[config.mk]
export PLATFORM = sky130hd
export DESIGN_NAME = instruction_fetch
export DESIGN_NICKNAME = d
export VERILOG_FILES = /design/src/rtl/instruction_fetch.sv
export SDC_FILE = /design/constraint.sdc
export NUM_CORES = 1
export LEC_CHECK = 0
export CORE_UTILIZATION = 40
export CTS_BUF_LIST = sky130_fd_sc_hd__clkbuf_8
export CTS_CLUSTER_DIAMETER = 50
export DETAILED_ROUTE_END_ITERATION = 10
export PLACE_DENSITY = 0.74
export SLEW_MARGIN = 40
export SYNTH_ARGS = -nofsm -noshare
export SYNTH_HDL_FRONTEND = slang
export SYNTH_SLANG_ARGS = --single-unit
[constraint.sdc]
create_clock -name clk -period 3.9 [get_ports clk]
set_input_delay 0.78 -clock clk [delete_from_list [all_inputs] [get_ports clk]]
set_output_delay 0.78 -clock clk [all_outputs]
set_load 0.005 [all_outputs]
[src/rtl/instruction_fetch.sv]
// Instruction fetch stage with IF/ID register, one-entry skid buffer
// and branch/jump redirect handling against a req/ack instruction memory.
module instruction_fetch #(
  parameter logic [31:0] RESET_PC  = 32'h0000_0000,
  parameter logic [31:0] NOP_INSTR = 32'h0000_0000
) (
  input  logic        clk,
  input  logic        rst_n,
  output logic        imem_req,
  output logic [31:0] imem_addr,
  input  logic        imem_ack,
  input  logic [31:0] imem_rdata,
  input  logic        stall,
  input  logic        branch_taken,
  input  logic [31:0] branch_offset,
  input  logic        jump_en,
  input  logic [25:0] jump_index,
  output logic [31:0] pc,
  output logic        if_id_valid,
  output logic [31:0] if_id_instr,
  output logic [31:0] if_id_pc4
);

  typedef enum logic [1:0] {
    IDLE,
    FETCH,
    HOLD,
    DRAIN
  } state_t;

  state_t      state;
  state_t      state_n;
  logic [31:0] pc_n;
  logic        req_n;
  logic [31:0] addr_n;
  logic        valid_n;
  logic [31:0] instr_n;
  logic [31:0] pc4_n;
  logic        skid_valid;
  logic        skid_valid_n;
  logic [31:0] skid_instr;
  logic [31:0] skid_instr_n;
  logic [31:0] skid_pc4;
  logic [31:0] skid_pc4_n;

  logic        ack;
  logic        accept;
  logic        redirect;
  logic [31:0] target;

  assign ack      = imem_req & imem_ack;
  assign accept   = ~stall | ~if_id_valid;
  assign redirect = if_id_valid & (jump_en | branch_taken);

  always_comb begin
    target = if_id_pc4 + (branch_offset << 2);
    if (jump_en) begin
      target = {if_id_pc4[31:28], jump_index, 2'b00};
    end
  end

  always_comb begin
    state_n      = state;
    pc_n         = pc;
    req_n        = imem_req;
    addr_n       = imem_addr;
    // A stalled valid entry holds; otherwise the slot empties unless refilled
    valid_n      = stall & if_id_valid;
    instr_n      = if_id_instr;
    pc4_n        = if_id_pc4;
    skid_valid_n = skid_valid;
    skid_instr_n = skid_instr;
    skid_pc4_n   = skid_pc4;

    unique case (state)
      IDLE: begin
        state_n = FETCH;
        req_n   = 1'b1;
        addr_n  = pc;
      end
      FETCH: begin
        if (ack) begin
          pc_n = pc + 32'd4;
          if (accept) begin
            valid_n = 1'b1;
            instr_n = imem_rdata;
            pc4_n   = imem_addr + 32'd4;
            addr_n  = pc + 32'd4;
          end else begin
            skid_valid_n = 1'b1;
            skid_instr_n = imem_rdata;
            skid_pc4_n   = imem_addr + 32'd4;
            req_n        = 1'b0;
            state_n      = HOLD;
          end
        end
      end
      HOLD: begin
        if (!stall) begin
          valid_n      = skid_valid;
          instr_n      = skid_instr;
          pc4_n        = skid_pc4;
          skid_valid_n = 1'b0;
          req_n        = 1'b1;
          addr_n       = pc;
          state_n      = FETCH;
        end
      end
      DRAIN: begin
        if (ack) begin
          addr_n  = pc;
          state_n = FETCH;
        end
      end
      default: state_n = IDLE;
    endcase

    if (redirect) begin
      pc_n         = target;
      valid_n      = 1'b0;
      instr_n      = NOP_INSTR;
      pc4_n        = if_id_pc4;
      skid_valid_n = 1'b0;
      unique case (state)
        FETCH: begin
          req_n = 1'b1;
          if (ack) begin
            addr_n  = target;
            state_n = FETCH;
          end else begin
            addr_n  = imem_addr;
            state_n = DRAIN;
          end
        end
        HOLD: begin
          req_n   = 1'b1;
          addr_n  = target;
          state_n = FETCH;
        end
        DRAIN: begin
          if (ack) begin
            addr_n  = target;
            state_n = FETCH;
          end
        end
        default: ;
      endcase
    end
  end

  always_ff @(posedge clk or negedge rst_n) begin
    if (!rst_n) begin
      state <= IDLE;
    end else begin
      state <= state_n;
    end
  end

  always_ff @(posedge clk or negedge rst_n) begin
    if (!rst_n) begin
      pc          <= RESET_PC;
      imem_req    <= 1'b0;
      imem_addr   <= RESET_PC;
      if_id_valid <= 1'b0;
      if_id_instr <= NOP_INSTR;
      if_id_pc4   <= 32'h0;
      skid_valid  <= 1'b0;
      skid_instr  <= NOP_INSTR;
      skid_pc4    <= 32'h0;
    end else begin
      pc          <= pc_n;
      imem_req    <= req_n;
      imem_addr   <= addr_n;
      if_id_valid <= valid_n;
      if_id_instr <= instr_n;
      if_id_pc4   <= pc4_n;
      skid_valid  <= skid_valid_n;
      skid_instr  <= skid_instr_n;
      skid_pc4    <= skid_pc4_n;
    end
  end

endmodule
==> impl_metrics.toml, run 1 <==
[global_routing]
track_usage_pct = 29.9
grt_max_degree = 89
antenna_found_initial = 0
grt_overflow_total = 0
first_global_vias = 13400
grt_pass1_wl_um = 77200

[cts]
clk_latency_ns = 0.51
cts_tree = "yes"
path_clk_slew_ns = 0.13
cts_resized = 0
clock_sinks = 197
post_cts_buffers = 0
ctsHoldBuffers = 0
cts_buffer_depth = 2
cts_buffers = 17
cts-root-buf = "clkbuf_8"
htreeDepth = 4

[setup_path]
required_ns = 4.33
critPathArrivalTime_ns = 3.81
critPathKind = "in -> reg"
end_kind = "flip-flop"
path_max_fanout = 3
start_kind = "input pin"

[power_and_ir_drop]
peakVddDrop_mv = 0.431
power.leakage_nw = 6.87
powerDensity_nw_per_um2 = 796
total_power_mw = 13.3

[detailed_routing]
drt-wirelength-per-cell_um = 21.7
via_count = 13900
ant_nets = 0
drt_iter0_drc = 1383
viasPerCell = 6.02
drt_first_pass_iters = 7
wl_um = 50200
drc = 0

[layout]
layout_commonest_cell = "nand2_1"
drive_gt1_share_pct = 8.37
final_cell_mix = "347 x nand2_1, 221 x clkdlybuf4s50_1, 197 x dfrtp_1, 173 x o21ai_0, 113 x a21oi_1"
postLayoutCoreUtil_pct = 51.3
diodes = 0
syn_to_final_growth_pct = 26.0
layout.nets = 1995

[placed_design]
portBuffers = 223
dp_hpwl_um = 36400
dpl_worst_slack_ns = 0.0513
gp_congestion = 0.995

[synthesis]
synth_nets = 1799
synth_area_per_cell_um2 = 7.96
ys_seq_elements = 197
synth.distinct_cells = 73
yosysSeqAreaShare_pct = 37.2
ys.flop_type = "dfrtp_1"
syn_inst = 1666
syn-cell-area_um2 = 13300
synth_warnings = 0
synth-edff-count = 0
async_flop_share_pct = 100

[sta]
setup_viol = 0
max_freq_ghz = 0.297
tightest_slew_ns = 0.863
fin_ws_ns = 0.527
slew_violations = 0
timing.setup.tns_ns = 0
period_minus_slack_ns = 3.37
fin_crit_sh_pct = 86.5
final-hold-violation-count = 0
rsz0062_at_grt = "no"
skew_ns = 0.0227
slew_headroom_pct = 42.0

[floorplanning]
ios = 226
initial_core_util_pct = 40.7
fp.coreArea_um2 = 32500
die_h_um = 184
die_w_um = 184
rows = 66
fp.dieArea_um2 = 33900

[worst_hold_path]
hp-class = "in -> async"

[run]
drv_cap = 0

[outcome]
status = "completed"
-- cells by family (layout without fill, tap and decap cells) --
group | after synthesis | count (layout) | synth area share [%]
AOI/OAI and AO/OA | 503 | 503 | 23.7
xor gates and xnor gates | 83 | 83 | 5.48
adders and majority gates | 37 | 37 | 3.55
buffers and inverters | 150 | 359 | 4.31
DFF | 197 | 197 | 37.2
muxes | 57 | 57 | 4.45
and+or+nand+nor | 639 | 639 | 21.3
-- per-stage QoR --
stage	hold WS [ns]	cell area, um2	std cells
finish	0.270	16700	2317
CTS	0.276	16700	2317
floorplan	0.445	13300	1666
detailed placement	0.463	16300	2285
global route	0.284	16700	2317
global placement	0.457	16300	2285
-- routing by layer --
metal / up-vias / track usage, % / part of all wire [%]
met4: 0 / 15.7 / 5.2
met2: 789 / 46.9 / 44
met1: 6661 / 37.4 / 40
li1: 6347 / - / -
met3: 140 / 8.12 / 11
met5: - / 0 / 0
-- sequential cells by signal, summed over array words and instances (netlist names), 2 cells and up --
signal and cells:
if_id_instr 32, skid_instr 32, state 2, skid_pc4 32
imem_addr 32, pc 32, if_id_pc4 32
-- path summary, 6_finish.rpt --
kind	depth (start not counted)	from	endpoint	slack, ns
worst min-delay path	1	rst_n	imem_addr[20]$_DFFE_PN0P_	0.27
worst min register to register	2	skid_instr[28]$_DFFE_PN0P_	skid_instr[28]$_DFFE_PN0P_	0.49
worst max-delay path	12	branch_offset[0]	imem_addr[28]$_DFFE_PN0P_	0.53
worst max register to register	10	if_id_pc4[5]$_DFFE_PN0P_	pc[27]$_DFFE_PN0P_	0.85
max in group asynchronous	2	rst_n	if_id_pc4[15]$_DFFE_PN0P_	2.61
min in group clk	2	skid_instr[28]$_DFFE_PN0P_	skid_instr[28]$_DFFE_PN0P_	0.49
-- cell usage after synthesis, drive strengths merged, types with 5 or more instances --
cell type    n  area (um2)
o211ai      13         108
nor2        97         364
nor3        38         190
a21oi      114         571
clkbuf     107         403
and2         6        37.5
a221o        5        50.1
a22oi       15         113
and3        16         105
inv         25        93.8
nand2      348        1310
nor4         5        52.6
dfrtp      197        4930
a21o        15         113
o311ai       5        43.8
a221oi      11        96.3
nand4       22         144
o21ai      175         876
o221ai       6        52.6
o21a        14         105
mux2i       42         420
o31ai       40         300
xor2        33         289
or2          8        50.1
mux2        15         169
o22ai        7        50.1
a311oi       5        43.8
buf         16        67.6
a31oi       20         125
nor2b        7        43.8
xnor2       50         438
or3         27         169
nand3       51         255
ha          36         450
o21bai       6        45.0
a211oi      19         143
-- critical path, cell delays in order --
cell and delay, ns:
clkdlybuf4s50_1 0.45, ha_1 0.23, inv_1 0.07, fa_1 0.21
nor2b_1 0.07, o31a_1 0.27, o311a_1 0.36, a31o_2 0.30
a21oi_1 0.28, o21ai_0 0.27, o41a_1 0.36, a21oi_1 0.15
-- power by group --
group,total [mW],switching [mW],internal (mW)
Combinational,7.65,4.19,3.46
Sequential,4.16,1.18,2.98
Clock,1.47,0.871,0.601
Total,13.3,6.24,7.05
-- final cells by class --
cell class	instances	area [um2]
fillers	3129	15800
multi-input cells	1319	7820
flip-flops and latches	197	4930
repair buffers	300	2880
well taps	442	553
clock buffers	17	234
clock inverters	15	188
inverters	27	101
(Power assumes the default switching activity.)
==> run 2, diff against run 1 <==
--- a/config.mk
+++ b/config.mk
@@ -5,6 +5,7 @@
 export SDC_FILE = /design/constraint.sdc
 export NUM_CORES = 1
 export LEC_CHECK = 0
+export ABC_AREA = 0
 export CORE_UTILIZATION = 40
 export CTS_BUF_LIST = sky130_fd_sc_hd__clkbuf_8
 export CTS_CLUSTER_DIAMETER = 50
==> results of run 2 <==
Same layout as run 1: the final DEF is identical, and so are final timing and power.
==> edit 1 (settings of run 1) <==
Re-encode `state_t` (4 states) as one-hot, 4 bits wide.
--- a/src/rtl/instruction_fetch.sv
+++ b/src/rtl/instruction_fetch.sv
@@ -21,11 +21,11 @@
   output logic [31:0] if_id_pc4
 );
 
-  typedef enum logic [1:0] {
-    IDLE,
-    FETCH,
-    HOLD,
-    DRAIN
+  typedef enum logic [3:0] {
+    IDLE  = 4'b0001,
+    FETCH = 4'b0010,
+    HOLD  = 4'b0100,
+    DRAIN = 4'b1000
   } state_t;
 
   state_t      state;
Function: same outputs for any inputs over 4 cycles, from zero or initial values and one cycle with rst_n low; so few cycles prove little.
==> edit 1 against run 1 <==
  * Cell area decreased by 7.0%
  * Sequential share of layout area increased by 2.5 points
  * Wire length shrank 19%
  * Setup slack worse by 0.015 ns
  * Non-clock buffer count shrank 10
  * Power is 19% lower
  * Count of clock-buffer cells in the layout grew 1
  * Critical path depth is 1 higher
  * Sequential cell count rose by 2
  * Die area down 7.5%
  * Synthesized area fell by 7.6%
  * Critical endpoint is now imem_addr[31]$_DFFE_PN0P_
==> edit 1: results (changes against run 1) <==
stage,metric,value,unit,change
placement,gp_congestion,0.953,,was 0.995
finish,multi_input_area_share,44.3,%,was 46.8%
finish,fin_cells,2075,,was 2317
placement,dpl.hpwl,29.2,mm,was 36.4 mm
finish,register_area,4980,µm²,was 4930 µm²
synth,netlist_instances,1459,,was 1666
synth,synth_area_leaders,"dfrtp_1 (40%), nand2_1 (6.9%), a21oi_1 (5.6%)",,"was dfrtp_1 (37%), nand2_1 (9.9%), o21ai_0 (6.5%)"
drt,m1WireLength,17.2,mm,was 20.0 mm
clock_tree,clk-insertion-delay-late,0.49,ns,was 0.51 ns
worst_setup_path,r2r_cells,7,,was 10
finish,final-nonclk-buf-share,17.8,%,was 17.2%
drt,dr_wl_met2,18.5,mm,was 22.2 mm
finish,seq_cells,199,,was 197
outcome,outcome,"complete, no violations",,unchanged
grt,grt_pass1_wl,63.1,mm,was 77.2 mm
synth,synth_seq_area_share,40.7,%,was 37.2%
sta,max_slew_margin,44.3,%,was 42.0%
drt,post_drt_via_cell_ratio,5.83,,was 6.02
synth,synthTopCellsByCount,"nand2_1 (226), dfrtp_1 (198), nor2_1 (162), a21oi_1 (136), o21ai_0 (116)",,"was nand2_1 (348), dfrtp_1 (197), o21ai_0 (173), a21oi_1 (114), clkbuf_1 (106)"
finish,clkCellAreaFrac,2.31,%,was 2.53%
drt,wl_per_cell,19.6,µm,was 21.7 µm
worst_setup_path,crit_end,imem_addr[31]$_DFFE_PN0P_,,was imem_addr[28]$_DFFE_PN0P_
drt,dr_wl_met3,3.99,mm,was 5.36 mm
drt,drt_first_iter_violations,1105,,was 1383
worst_setup_path,setup.worst_path.start,branch_offset[1],,was branch_offset[0]
synth,syn_nets,1587,,was 1799
grt,grt_util_met1,35.0,%,was 37.4%
finish,n_fill_cell,2852,,was 3129
finish,finish.net_count,1800,,was 1995
pwr,leakage,6.42,nW,was 6.87 nW
grt,grtUsageMet2,41.2,%,was 46.9%
grt,grt_pass1_vias,11300,,was 13.4k
finish,n_all_buffers,290,,was 300
worst_setup_path,rr_startpoint,state[1]$_DFF_PN0_,,was if_id_pc4[5]$_DFFE_PN0P_
worst_setup_path,cpPeakStageDelay,0.42,ns,was 0.45 ns
[edit 1: cell types whose count changed in the layout (fill, tap and decap cells not counted), moves of 10 or more]
cell / run 1 / this run
mux2_2: 15 / 36
a31oi_1: 20 / 10
mux2i_1: 42 / 13
a211oi_1: 19 / 9
xnor2_1: 50 / 37
nor2_1: 96 / 161
nand3_1: 51 / 40
a21oi_1: 113 / 136
a311oi_1: 5 / 35
o21ai_0: 173 / 116
a22oi_1: 15 / 5
or3_1: 27 / 5
nand2_1: 347 / 225
o31ai_1: 40 / 4
[edit 1: critical path: cells and delay by family]
family / cells / cell delay [ns]
adders and majority gates: 1 / 0.31
muxes: 1 / 0.25
buffers and inverters: 3 / 0.76
xor gates and xnor gates: 1 / 0.07
AOI/OAI and AO/OA: 7 / 1.59
[edit 1: metrics by stage]
stage / instance area (µm²) / worst slack [ns] / hold WS (ns) / power, W / util [%]
floorplan: 12200 / 0.865 / 0.450 / 0.00674 / -
global placement: 15200 / 0.0400 / 0.474 / 0.00925 / 50.8
detailed placement: 15200 / 0.0690 / 0.487 / 0.00937 / 50.8
CTS: 15500 / 0.526 / 0.231 / 0.0107 / 52.0
global route: 15500 / 0.278 / 0.243 / 0.0115 / 52.0
finish: 15500 / 0.513 / 0.218 / 0.0107 / 52.0
[edit 1: where the power goes]
group | internal, W | switching [W] | leakage [nW]
Sequential | 0.00290 | 0.000947 | 2.57
Combinational | 0.00270 | 0.00287 | 3.66
Clock | 0.000476 | 0.000837 | 0.188
Total | 0.00607 | 0.00466 | 6.42
[edit 1: worst min-delay path by stage]
stage | slack, ns | end | start | cells past startpoint
6_report | 0.22 | skid_pc4[14]$_DFFE_PN0P_ | rst_n | 1
4_1_cts | 0.23 | if_id_pc4[11]$_DFFE_PN0P_ | rst_n | 1
2_1_floorplan | 0.45 | skid_pc4[2]$_DFFE_PN0P_ | skid_pc4[2]$_DFFE_PN0P_ | 2
3_3_place_gp | 0.47 | skid_pc4[2]$_DFFE_PN0P_ | skid_pc4[2]$_DFFE_PN0P_ | 2
3_5_place_dp | 0.49 | skid_pc4[2]$_DFFE_PN0P_ | skid_pc4[2]$_DFFE_PN0P_ | 2
5_1_grt | 0.24 | skid_pc4[14]$_DFFE_PN0P_ | rst_n | 1
[edit 1: kinds of logic (layout without fill, tap and decap cells)]
kind of cell | after synthesis | after routing | share of synthesized area, %
xor gates and xnor gates | 79 | 79 | 5.65
DFF | 199 | 199 | 40.7
AOI/OAI and AO/OA | 437 | 437 | 22.4
buffers and inverters | 110 | 336 | 3.54
adders and majority gates | 32 | 32 | 3.33
muxes | 49 | 49 | 4.37
and+or+nand+nor | 553 | 553 | 20.1
==> edit 2 (flow settings as in run 1) <==
Made on the original files. Make the reset (`rst_n`) synchronous in 2 clocked blocks.
--- a/src/rtl/instruction_fetch.sv
+++ b/src/rtl/instruction_fetch.sv
@@ -148,7 +148,7 @@
     end
   end
 
-  always_ff @(posedge clk or negedge rst_n) begin
+  always_ff @(posedge clk) begin
     if (!rst_n) begin
       state <= IDLE;
     end else begin
@@ -156,7 +156,7 @@
     end
   end
 
-  always_ff @(posedge clk or negedge rst_n) begin
+  always_ff @(posedge clk) begin
     if (!rst_n) begin
       pc          <= RESET_PC;
       imem_req    <= 1'b0;
Function: differs if rst_n is asserted again (counterexample within 4 cycles, from zero or initial values and one cycle with rst_n low); with rst_n held inactive, the same outputs for 4 cycles.
==> edit 2 against run 1 <==
  * Sequential cell count stayed put
  * Non-clock buffer count is 11 lower
  * Setup slack worse by 0.11 ns
  * Cell area is 4.7% lower
  * Synthesized area is 4.0% lower
  * Clock skew is 0.0057 ns higher
  * Critical endpoint is now imem_addr[22]$_SDFFE_PN0P_
  * Wire length is 10% lower
Power is not compared: it rests on default switching activity, and its combinational part moved more than twofold at a synthesized area within 25%.
==> edit 2: results (changes against run 1) <==
stage,metric,value,unit,change
outcome,outcome,"complete, no violations",,unchanged
sta,skew,0.0284,ns,was 0.0227 ns
synth,syn_nets,1804,,was 1799
sta,max_slew_margin,40.0,%,was 42.0%
grt,grt_max_degree,92,,was 89
finish,n_fill_cell,2977,,was 3129
synth,synth_area_leaders,"dfxtp_1 (31%), nand2_1 (9.5%), o211a_1 (3.9%)",,"was dfrtp_1 (37%), nand2_1 (9.9%), o21ai_0 (6.5%)"
drt,drt_first_iter_violations,1409,,was 1383
worst_setup_path,cpPeakStageDelay,0.55,ns,was 0.45 ns
synth,synth_seq_area_share,31.0,%,was 37.2%
drt,wl_per_cell,20.0,µm,was 21.7 µm
drt,dr_wl_met2,19.9,mm,was 22.2 mm
finish,finish.net_count,1976,,was 1995
synth,synthTopCellsByCount,"nand2_1 (322), dfxtp_1 (197), nor2_1 (116), clkbuf_1 (114), o21ai_0 (93)",,"was nand2_1 (348), dfrtp_1 (197), o21ai_0 (173), a21oi_1 (114), clkbuf_1 (106)"
synth,ys_types,79,,was 73
clock_tree,cts_buffer_depth,2,,unchanged
grt,grt_usage,27.0,%,was 29.9%
synth,ys_async_sr_fraction,0,%,was 100%
placement,placed_area,15500,µm²,was 16300 µm²
hold_path,hp-class,reg2reg,,was in2async
placement,gp_congestion,0.984,,was 0.995
worst_setup_path,critPathArrivalTime,3.93,ns,was 3.81 ns
grt,antenna_found_initial,2,,was 0
placement,dpl.hpwl,32.7,mm,was 36.4 mm
finish,drive_above_1_share,6.95,%,was 8.37%
drt,m1WireLength,19.9,mm,was 20.0 mm
worst_setup_path,cp_slowest_cell,o21ai_0,,was clkdlybuf4s50_1
drt,dr_wl_met3,3.96,mm,was 5.36 mm
drt,post_drt_via_cell_ratio,5.90,,was 6.02
drt,firstDrtPassIters,5,,was 7
[edit 2: changes by cell type after synthesis, moves of 26 or more]
cell / change
dfrtp_1: -197
nand2_1: -26
o31ai_1: -35
dfxtp_1: +197
o21ai_0: -80
a21boi_0: +58
o211a_1: +48
[edit 2: cells by family after synthesis]
family | count (synthesis) | share of synthesized area [%]
flip-flops | 197 | 31.0
multiplexers | 48 | 3.78
buffers and inverters | 157 | 4.84
AO/OA/AOI/OAI | 518 | 28.5
adder cells (fa/ha/maj) | 37 | 3.69
XOR/XNOR | 86 | 5.92
AND/OR/NAND/NOR | 628 | 22.3
[edit 2: per-layer routing]
layer	GRT usage (%)	vias to the layer above
met5	0	-
met4	10.0	0
met3	4.87	87
met2	41.7	605
met1	37.5	6307
li1	-	6309
[edit 2: layout make-up]
type	instances	share of cell area (%)
Antenna cell	2	0.0315
Clock buffer	17	1.47
Timing Repair Buffer	289	17.4
Multi-Input combinational cell	1317	51.6
Tap cell	396	3.12
Clock inverter	15	1.15
Sequential cell	197	24.8
Inverter	21	0.496
[edit 2: final timing paths]
check                                           startpoint                          to  depth (start not counted)
worst max-delay path                      branch_offset[0]  imem_addr[22]$_SDFFE_PN0P_                         15
worst min-delay path            skid_instr[6]$_SDFFE_PN0P_  skid_instr[6]$_SDFFE_PN0P_                          2
worst max register to register          pc[2]$_SDFFE_PN0P_         pc[28]$_SDFFE_PN0P_                         12
worst min register to register  skid_instr[6]$_SDFFE_PN0P_  skid_instr[6]$_SDFFE_PN0P_                          2
[edit 2: tightest hold or removal path, delay by kind of cell (launching register included)]
family             cells  cell delay [ns]
AOI/OAI and AO/OA      1             0.06
DFF                    1             0.33
and+or+nand+nor        1             0.04
[edit 2: power by group through the flow]
stage	sequential (W)	combinational [W]	clock [W]
after CTS	0.00216	0.000895	0.00140
after detailed placement	0.00221	0.000889	0
after global routing	0.00217	0.000984	0.00149
after floorplan	0.00218	0.000459	0
after global placement	0.00221	0.000880	0
final	0.00217	0.000911	0.00139
[edit 2: stage by stage]
stage	worst slack, ns	cells	hold WS, ns	utilization [%]	setup TNS, ns
global placement	-0.0157	2219	0.449	49.9	-0.0225
CTS	0.489	2251	0.473	51.2	0
finish	0.416	2254	0.473	51.3	0
detailed placement	-0.0234	2219	0.457	49.9	-0.0246
global route	0.226	2254	0.491	51.3	0
floorplan	0.747	1671	0.443	-	0
